[src/rtl/fp_pkg.sv]
// Shared FP-stage definitions: field widths, exponent constants, int32 limits
// and the converter state encoding.
package fp_pkg;

    localparam int EXP_W    = 8;
    localparam int FRAC_W   = 23;
    localparam int EXP_BIAS = 127;
    localparam int EXP_MAX  = 255;

    localparam logic [31:0] INT32_MAX = 32'h7FFF_FFFF;
    localparam logic [31:0] INT32_MIN = 32'h8000_0000;

    typedef enum logic [1:0] {
        ST_IDLE,
        ST_SHIFT,
        ST_ROUND,
        ST_DONE
    } cvt_state_t;

endpackage

[src/rtl/fp_unpack.sv]
// Combinational IEEE-754 single unpacker: splits the fields, restores the
// hidden bit and classifies zero/denormal, infinity and NaN.
module fp_unpack
    import fp_pkg::*;
(
    input  logic [31:0]       fp_i,
    output logic              sign_o,
    output logic [EXP_W-1:0]  exp_o,
    output logic [FRAC_W-1:0] frac_o,
    output logic [FRAC_W:0]   mant_o,
    output logic              is_zero_or_denorm_o,
    output logic              is_inf_o,
    output logic              is_nan_o
);

    logic expAllOnes;
    logic fracZero;

    assign sign_o     = fp_i[31];
    assign exp_o      = fp_i[30:23];
    assign frac_o     = fp_i[22:0];
    assign mant_o     = {1'b1, fp_i[22:0]};
    assign expAllOnes = (fp_i[30:23] == EXP_W'(EXP_MAX));
    assign fracZero   = (fp_i[22:0] == '0);

    assign is_zero_or_denorm_o = (fp_i[30:23] == '0);
    assign is_inf_o            = expAllOnes && fracZero;
    assign is_nan_o            = expAllOnes && !fracZero;

endmodule

[src/rtl/fp_to_int_seq.sv]
// Multi-cycle single-precision to int32 converter (cvt.w.s): aligns the
// mantissa one bit per cycle, then rounds to nearest-even.
module fp_to_int_seq
    import fp_pkg::*;
#(
    parameter int          RSHIFT_CAP = 25,
    parameter logic [31:0] NAN_RESULT = 32'h7FFF_FFFF
)
(
    input  logic        clk,
    input  logic        rst_n,
    input  logic        start,
    input  logic [31:0] fp_in,
    output logic        busy,
    output logic        done,
    output logic [31:0] int_out,
    output logic        invalid,
    output logic        inexact
);

    localparam int CNT_W     = $clog2(RSHIFT_CAP + 1);
    localparam int LEFT_BASE = EXP_BIAS + FRAC_W;
    localparam int SAT_EXP   = EXP_BIAS + 31;

    logic              inSign;
    logic [EXP_W-1:0]  inExp;
    logic [FRAC_W-1:0] inFrac;
    logic [FRAC_W:0]   inMant;
    logic              inZeroDen;
    logic              inInf;
    logic              inNan;

    fp_unpack u_unpack (
        .fp_i                (fp_in),
        .sign_o              (inSign),
        .exp_o               (inExp),
        .frac_o              (inFrac),
        .mant_o              (inMant),
        .is_zero_or_denorm_o (inZeroDen),
        .is_inf_o            (inInf),
        .is_nan_o            (inNan)
    );

    cvt_state_t        state_q;
    logic [31:0]       mag_q;
    logic              guard_q;
    logic              sticky_q;
    logic              left_q;
    logic              sign_q;
    logic [CNT_W-1:0]  cnt_q;
    logic              busy_q;
    logic              done_q;
    logic [31:0]       int_q;
    logic              invalid_q;
    logic              inexact_q;

    logic              tooBig;
    logic              leftMode;
    logic [EXP_W-1:0]  leftDist;
    logic [EXP_W-1:0]  rightDist;
    logic [CNT_W-1:0]  cnt_d;
    logic [31:0]       satResult;
    logic              roundInc;
    logic [31:0]       roundMag;
    logic [31:0]       roundOut;

    // -2^31 (e==158, negative, zero fraction) is the only e==158 value that fits.
    always_comb begin
        tooBig    = (inExp > EXP_W'(SAT_EXP)) ||
                    ((inExp == EXP_W'(SAT_EXP)) && !(inSign && (inFrac == '0)));
        leftMode  = (inExp >= EXP_W'(LEFT_BASE));
        leftDist  = inExp - EXP_W'(LEFT_BASE);
        rightDist = EXP_W'(LEFT_BASE) - inExp;
        if (leftMode)
            cnt_d = CNT_W'(leftDist);
        else if (rightDist > EXP_W'(RSHIFT_CAP))
            cnt_d = CNT_W'(RSHIFT_CAP);
        else
            cnt_d = CNT_W'(rightDist);
        satResult = inSign ? INT32_MIN : INT32_MAX;
        roundInc  = guard_q & (sticky_q | mag_q[0]);
        roundMag  = mag_q + {31'b0, roundInc};
        roundOut  = sign_q ? (-roundMag) : roundMag;
    end

    always_ff @(posedge clk or negedge rst_n) begin
        if (!rst_n) begin
            state_q   <= ST_IDLE;
            mag_q     <= '0;
            guard_q   <= 1'b0;
            sticky_q  <= 1'b0;
            left_q    <= 1'b0;
            sign_q    <= 1'b0;
            cnt_q     <= '0;
            busy_q    <= 1'b0;
            done_q    <= 1'b0;
            int_q     <= '0;
            invalid_q <= 1'b0;
            inexact_q <= 1'b0;
        end else begin
            case (state_q)
                ST_IDLE: begin
                    if (start) begin
                        busy_q   <= 1'b1;
                        sign_q   <= inSign;
                        mag_q    <= {8'b0, inMant};
                        guard_q  <= 1'b0;
                        sticky_q <= 1'b0;
                        left_q   <= leftMode;
                        cnt_q    <= cnt_d;
                        if (inNan) begin
                            int_q     <= NAN_RESULT;
                            invalid_q <= 1'b1;
                            inexact_q <= 1'b0;
                            done_q    <= 1'b1;
                            state_q   <= ST_DONE;
                        end else if (inInf || tooBig) begin
                            int_q     <= satResult;
                            invalid_q <= 1'b1;
                            inexact_q <= 1'b0;
                            done_q    <= 1'b1;
                            state_q   <= ST_DONE;
                        end else if (inZeroDen) begin
                            int_q     <= '0;
                            invalid_q <= 1'b0;
                            inexact_q <= (inFrac != '0);
                            done_q    <= 1'b1;
                            state_q   <= ST_DONE;
                        end else begin
                            state_q <= ST_SHIFT;
                        end
                    end
                end
                ST_SHIFT: begin
                    if (cnt_q == '0) begin
                        state_q <= ST_ROUND;
                    end else begin
                        cnt_q <= cnt_q - 1'b1;
                        if (left_q) begin
                            mag_q <= {mag_q[30:0], 1'b0};
                        end else begin
                            sticky_q <= sticky_q | guard_q;
                            guard_q  <= mag_q[0];
                            mag_q    <= {1'b0, mag_q[31:1]};
                        end
                    end
                end
                ST_ROUND: begin
                    int_q     <= roundOut;
                    inexact_q <= guard_q | sticky_q;
                    invalid_q <= 1'b0;
                    done_q    <= 1'b1;
                    state_q   <= ST_DONE;
                end
                ST_DONE: begin
                    done_q  <= 1'b0;
                    busy_q  <= 1'b0;
                    state_q <= ST_IDLE;
                end
                default: state_q <= ST_IDLE;
            endcase
        end
    end

    assign busy    = busy_q;
    assign done    = done_q;
    assign int_out = int_q;
    assign invalid = invalid_q;
    assign inexact = inexact_q;

endmodule
[config.mk]
export PLATFORM = sky130hd
export DESIGN_NAME = fp_to_int_seq
export DESIGN_NICKNAME = d
export VERILOG_FILES = /design/src/rtl/fp_pkg.sv /design/src/rtl/fp_unpack.sv /design/src/rtl/fp_to_int_seq.sv
export SDC_FILE = /design/constraint.sdc
export NUM_CORES = 1
export LEC_CHECK = 0
export CORE_UTILIZATION = 55
export DETAILED_ROUTE_END_ITERATION = 6
export PLACE_DENSITY_LB_ADDON = 0.1
export SKIP_LAST_GASP = 1
export SLEW_MARGIN = 30
export SYNTH_ARGS = -nofsm -noshare
export SYNTH_HDL_FRONTEND = slang
export SYNTH_SLANG_ARGS = --single-unit
[constraint.sdc]
create_clock -name clk -period 6.4 [get_ports clk]
set_clock_uncertainty 0.05 [all_clocks]
set_input_delay 1.28 -clock clk [delete_from_list [all_inputs] [get_ports clk]]
set_output_delay 1.28 -clock clk [all_outputs]
set_load 0.01 [all_outputs]
---- Word level (Yosys, flattened, before mapping) ----
Index checks and enable logic that the tools add are counted.
word-level totals
  register bits ........................... 79
  input port bits ......................... 35
  output and inout bits ................... 36
  logic and storage cells ................. 103
operators by class
  add/subtract/negate cells ............... 5
  magnitude comparators ................... 3
  equality and inequality tests ........... 10
  muxes and demuxes ....................... 46
  bitwise logic cells ..................... 3
  reduce and logical (&&, ||, !) cells .... 24
operators by type and width
  cell                                                                             count
  32-bit two-way mux                                                               9
  32-bit case mux with 2 select lines                                              2
  32-bit by 1-bit adder with 32-bit output                                         1
  32-bit negator                                                                   1
  23-bit logical NOT                                                               1
  23-bit nonzero test                                                              1
  5-bit two-way mux                                                                4
  1-bit two-way mux                                                                18
  8-bit equality test, second input constant                                       2
  2-bit two-way mux                                                                5
  1-bit case mux with 2 select lines                                               5
  5-bit case mux with 2 select lines                                               1
  3-bit AND reduction                                                              3
  8-bit >= comparator, second input constant                                       1
  8-bit by 5-bit greater-than comparator with 1-bit output, second input constant  1
  8-bit greater-than comparator, second input constant                             1
  8-bit logical NOT                                                                1
  2-bit inequality test, second input constant                                     4
  2-bit case mux with 4 select lines                                               1
  8-bit subtractor, first input constant                                           1
  2-bit AND reduction                                                              3
  2-bit nonzero test                                                               3
  5-bit logical NOT                                                                1
  5-bit by 1-bit subtractor with 5-bit output, second input constant               1
  13 further kinds                                                                 20

---- Longest topological paths before layout ----
  depth in word-level cells ............... 10
  mapped depth ............................ 14
  gate-level depth less buffers ........... 12

---- Hierarchy ----
From an unflattened synthesis, not the netlist that was laid out.
unflattened totals
  cell total of the unflattened synthesis .. 835
  area, all modules ....................... 6630.1 µm²
by module, submodules not included
  module         times used  cells each  area each (µm²)  sequential area each (µm²)
  fp_to_int_seq  1           762         6107.1           1976.9
  fp_unpack      1           73          523.0            0.0

---- Worst setup path after synthesis ----
No wires, ideal clock.
  path kind ............................... input to register
  start point ............................. input fp_in[23]
  end point ............................... register inexact_q (netlist: inexact)
  setup time .............................. 0.082 ns
  data arrival time ....................... 3.441 ns
  required time ........................... 6.268 ns
  path slack .............................. 2.827 ns
  stages .................................. 10
  buffers on the path ..................... 2
  cells stage by stage .................... inv_1 -> ha_1 -> or4b_2 -> o41ai_1 -> a21oi_1 -> a21oi_1 -> clkbuf_1 -> buf_1 -> nor2_1 -> a31oi_1
on the way
  word-level cells in the longest chain between the ends .. 8
  elaborated cells between the ends (all ways) .. 15
  classes of those cells .................. 1 x order compare; 3 x eq/ne; 4 x mux; 7 x reduce/logical
RTL lines
  what                                                                                   RTL line              source
  from (decl)                                                                            fp_to_int_seq.sv:13   input logic [31:0] fp_in,
  parallel branches: the longest is 8 deep, another holds 8-bit greater-than comparator  -
  to (signal assigned)                                                                   fp_to_int_seq.sv:126  inexact_q <= (inFrac != '0);
  to (signal assigned)                                                                   fp_to_int_seq.sv:150  inexact_q <= guard_q | sticky_q;
  to (decl)                                                                              fp_to_int_seq.sv:55   logic inexact_q;
Several ways; the timed one is not identified. The select of a mux whose other input is x is not followed.
A chain may end at the register's enable or synchronous reset.

---- Final worst setup path ----
  start point ............................. input fp_in[3]
  end point ............................... register int_q[20] (netlist: int_out[20])
on the way
  word-level cells in the longest chain between the ends .. 10
  elaborated cells between the ends (all ways) .. 15
  classes of those cells .................. 1 x eq/ne; 4 x mux; 10 x reduce/logical
RTL lines
  what                                 RTL line                              source
  23-bit logical NOT (*)               fp_unpack.sv:24, fp_to_int_seq.sv:70
  1-bit logical AND                    fp_to_int_seq.sv:70                   ((inExp == EXP_W'(SAT_EXP)) && !(inSign && (inFrac == '0)));
  1-bit logical NOT                    fp_to_int_seq.sv:70
  1-bit logical AND                    fp_to_int_seq.sv:70
  1-bit logical OR                     fp_to_int_seq.sv:69                   tooBig = (inExp > EXP_W'(SAT_EXP)) ||
  1-bit logical OR                     fp_to_int_seq.sv:117                  end else if (inInf || tooBig) begin
  32-bit two-way mux                   fp_to_int_seq.sv:117
  32-bit two-way mux                   fp_to_int_seq.sv:111                  if (inNan) begin
  32-bit two-way mux                   fp_to_int_seq.sv:103                  if (start) begin
  32-bit case mux with 2 select lines  fp_to_int_seq.sv:101                  case (state_q)
  to (signal assigned)                 fp_to_int_seq.sv:118                  int_q <= satResult;
  to (signal assigned)                 fp_to_int_seq.sv:149                  int_q <= roundOut;
  to (decl)                            fp_to_int_seq.sv:53                   logic [31:0] int_q;
Mark *: on every way between the ends. The rest lies on a longest branch, timed or not. The select of a mux whose other input is x is not followed.

==> impl_metrics.tcl <==
set metrics [dict create \
    synth_cells 825 \
    num_io_pins 71 \
    die_h_um 111 \
    routedWlPerCell_um 17.2 \
    grt_pass1_wl_um 28000 \
    grt_use_met1_pct 43.0 \
    crit_buf_inv 2 \
    fp.dieW_um 111 \
    die_area_um2 12300 \
    crit_chain "clkdlybuf4s50_1 -> nor4_1 -> nand4_1 -> or4_1 -> a21oi_1 -> a21oi_4 -> buf_4 -> and2_0 -> a211o_1" \
    cts_root_buf "clkbuf_16" \
    final_util_pct 65.2 \
    finalCritPeriodShare_pct 67.8 \
    post_cts.repair.setup_buffers 0 \
    setup_tns_ns 0 \
    clk_pin_slew_ns 0.06 \
    avgSynthCellArea_um2 7.88 \
    grt_pass1_vias 5455 \
    grt_max_degree 80 \
    cp_top_family "simple AND/OR/NAND/NOR gates" \
    htree_levels 3 \
    cp-start-kind "input port" \
    tightest_slew_ns 0.957 \
    synth_area_um2 6500 \
    syn_to_final_growth_pct 15.1 \
    dp_cells 973 \
    met2_usage_pct 40.4 \
    fmax_mhz 230 \
    drc 0 \
    cellPowerDensity_nw_per_um2 491 \
    drt-initial-drc-count 730 \
    power_mw 3.67 \
    layoutNonFillerInstCount 989 \
    rsz0062_at_grt "false" \
    start_util_pct 56.7 \
    ys_ff_latch 79 \
    synth_seq_area_share_pct 30.4 \
    synthFlopType "dfrtp_1" \
    vias 6167 \
    synth_fp_nets 875 \
    coreArea_um2 11500 \
    worstHoldPathType "reg -> reg" \
    port_buffers 70 \
    antenna_found_initial 0 \
    crit_fanout 44 \
    cellLeakagePower_nw 2.80 \
    final-max-slew-violation-count 0 \
    layout_min_cycle_time_ns 4.34 \
    totalWireLength_um 17000 \
    numCtsBuffers 9 \
    grt_overflow 0 \
    required_ns 6.58 \
    dpl.hpwl_um 12300 \
    nets 891 \
    synth_edf_count 0 \
    maxCapViolCount 0 \
    hold_viol_final 0 \
    ys_types 80 \
    met3_usage_pct 3.61 \
    fillCellCount 995 \
    detail-route-antenna-nets 0 \
    gp_congestion 0.858 \
    status "completed" \
    cts_resized 0 \
    drive_gt1_share_pct 5.44 \
    clock-sinks 79 \
    grt-busiest-layer "met1" \
    yosysWarnings 0 \
    slew_headroom_pct 35.8 \
    vdd_ir_drop_max_uv 428 \
    async_flop_share_pct 100 \
    cts_tree "done" \
    ctsHoldBuffers 0 \
    finalSetupViolCount 0 \
    antennaDiodeCount 0 \
    drt-pass1-iter-count 5 \
    cp_slowest_stage_delay_ns 0.60 \
    critPathSlowestCell "or4_1" \
    clkLatencyLatePin_ns 0.35 \
    routed_via_density 6.24 \
    cp_data_arrival_time_ns 4.52 \
    rows 39 \
    worst_setup_path_end_kind "flip-flop" \
    crit_type "in -> reg" \
    clockBufferDepth 2 \
    grt_usage_pct 28.1 \
]
[cells in the final DEF, fill, tap and decap left out, types with 11 or more instances in the layout]
| cell | Yosys | final |
|---|---|---|
| a21oi_1 | 71 | 70 |
| ha_1 | 15 | 14 |
| and3_1 | 11 | 11 |
| nand2_1 | 76 | 76 |
| xnor2_1 | 34 | 34 |
| o31ai_1 | 12 | 12 |
| nand4_1 | 19 | 19 |
| clkdlybuf4s50_1 | 0 | 69 |
| a31oi_1 | 12 | 12 |
| nor2_1 | 89 | 89 |
| nor3_1 | 19 | 19 |
| mux2i_1 | 37 | 37 |
| o21ai_0 | 59 | 59 |
| dfrtp_1 | 79 | 79 |
| xor2_1 | 15 | 15 |
| nor4_1 | 18 | 18 |
| nand3_1 | 30 | 30 |
| inv_1 | 16 | 16 |
[worst paths after layout]
kind,from,to,slack (ns),cells past startpoint
min in group asynchronous,rst_n,int_out[11],0.92,1
worst min-delay path,int_out[18],int_out[18],0.44,2
max in group asynchronous,rst_n,mag_q[25],4.88,1
worst max-delay path,fp_in[3],int_out[20],2.06,9
worst min register to register,int_out[18],int_out[18],0.44,2
worst max register to register,mag_q[0],int_out[31],2.21,11
[Yosys cell counts (5+ instances only)]
master | number | area, um2
o31ai_1 | 12 | 90.1
a21o_1 | 7 | 52.6
and4_1 | 7 | 61.3
nand2b_1 | 10 | 62.6
or4_1 | 5 | 37.5
mux2i_1 | 37 | 370
clkbuf_1 | 41 | 154
nor2_1 | 89 | 334
inv_1 | 16 | 60.1
xnor2_1 | 34 | 298
buf_1 | 9 | 33.8
o22ai_1 | 6 | 37.5
xor2_1 | 15 | 131
nor4_1 | 18 | 113
a21oi_1 | 71 | 355
nand2_1 | 76 | 285
nor3_1 | 19 | 95.1
o2111ai_1 | 5 | 43.8
dfrtp_1 | 79 | 1980
nand3_1 | 30 | 150
or3_1 | 10 | 62.6
and3_1 | 11 | 68.8
buf_2 | 18 | 90.1
and2_1 | 7 | 43.8
o21ai_0 | 59 | 295
ha_1 | 15 | 188
a211oi_1 | 5 | 37.5
nand4_1 | 19 | 119
a31oi_1 | 12 | 75.1
[sequential cells by signal, summed over array words and instances (netlist names), 2 cells and up]
| register | cells |
|---|---|
| state_q | 2 |
| int_out | 32 |
| mag_q | 32 |
| cnt_q | 5 |
[layout make-up]
type                            count  area, um2  share of cell area, %
Multi-Input combinational cell    657       4160                   55.7
Timing Repair Buffer               76        747                   9.99
Clock buffer                       12        267                   3.56
Sequential cell                    79       1980                   26.4
Clock inverter                      4       76.3                   1.02
Inverter                           18       67.6                  0.904
Tap cell                          143        179                   2.39
[cell families after synthesis]
logic type	after synthesis	share of synthesized area, %
xor gates and xnor gates	50	6.86
adders and majority gates	15	2.89
buffers and inverters	89	5.72
muxes	39	6.05
DFF	79	30.4
and+or+nand+nor	332	26.7
AOI/OAI and AO/OA	221	21.3
[where the power goes]
group | switching, mW | internal, mW
sequential | 0.328 | 0.731
combinational | 1.16 | 0.872
clock | 0.209 | 0.374
[layer usage]
layer	share of wire, %	wire, um	vias to the layer above
met5	0	0	-
met4	1.6	265	0
met3	6.6	1120	21
met2	43	7330	257
met1	49	8330	2854
li1	-	-	3035
[worst register-to-register path: stages, from the launching register on]
cell and delay [ns]:
dfrtp_1 0.50, o21a_1 0.23, ha_1 0.34, ha_1 0.48, nand3_4 0.22, or4_4 0.56
o211ai_4 0.13, nand4_4 0.18, nor4b_4 0.52, nand2_1 0.14, or4_1 0.51, a31oi_1 0.23
[through the flow]
step	worst slack, ns	instance area, um2	hold slack [ns]
floorplan	2.83	6500	0.430
global placement	1.76	7130	0.432
detailed placement	1.68	7130	0.437
CTS	2.06	7480	0.450
global route	1.86	7480	0.471
finish	2.06	7480	0.439
Power figures use the tool's default switching activity.
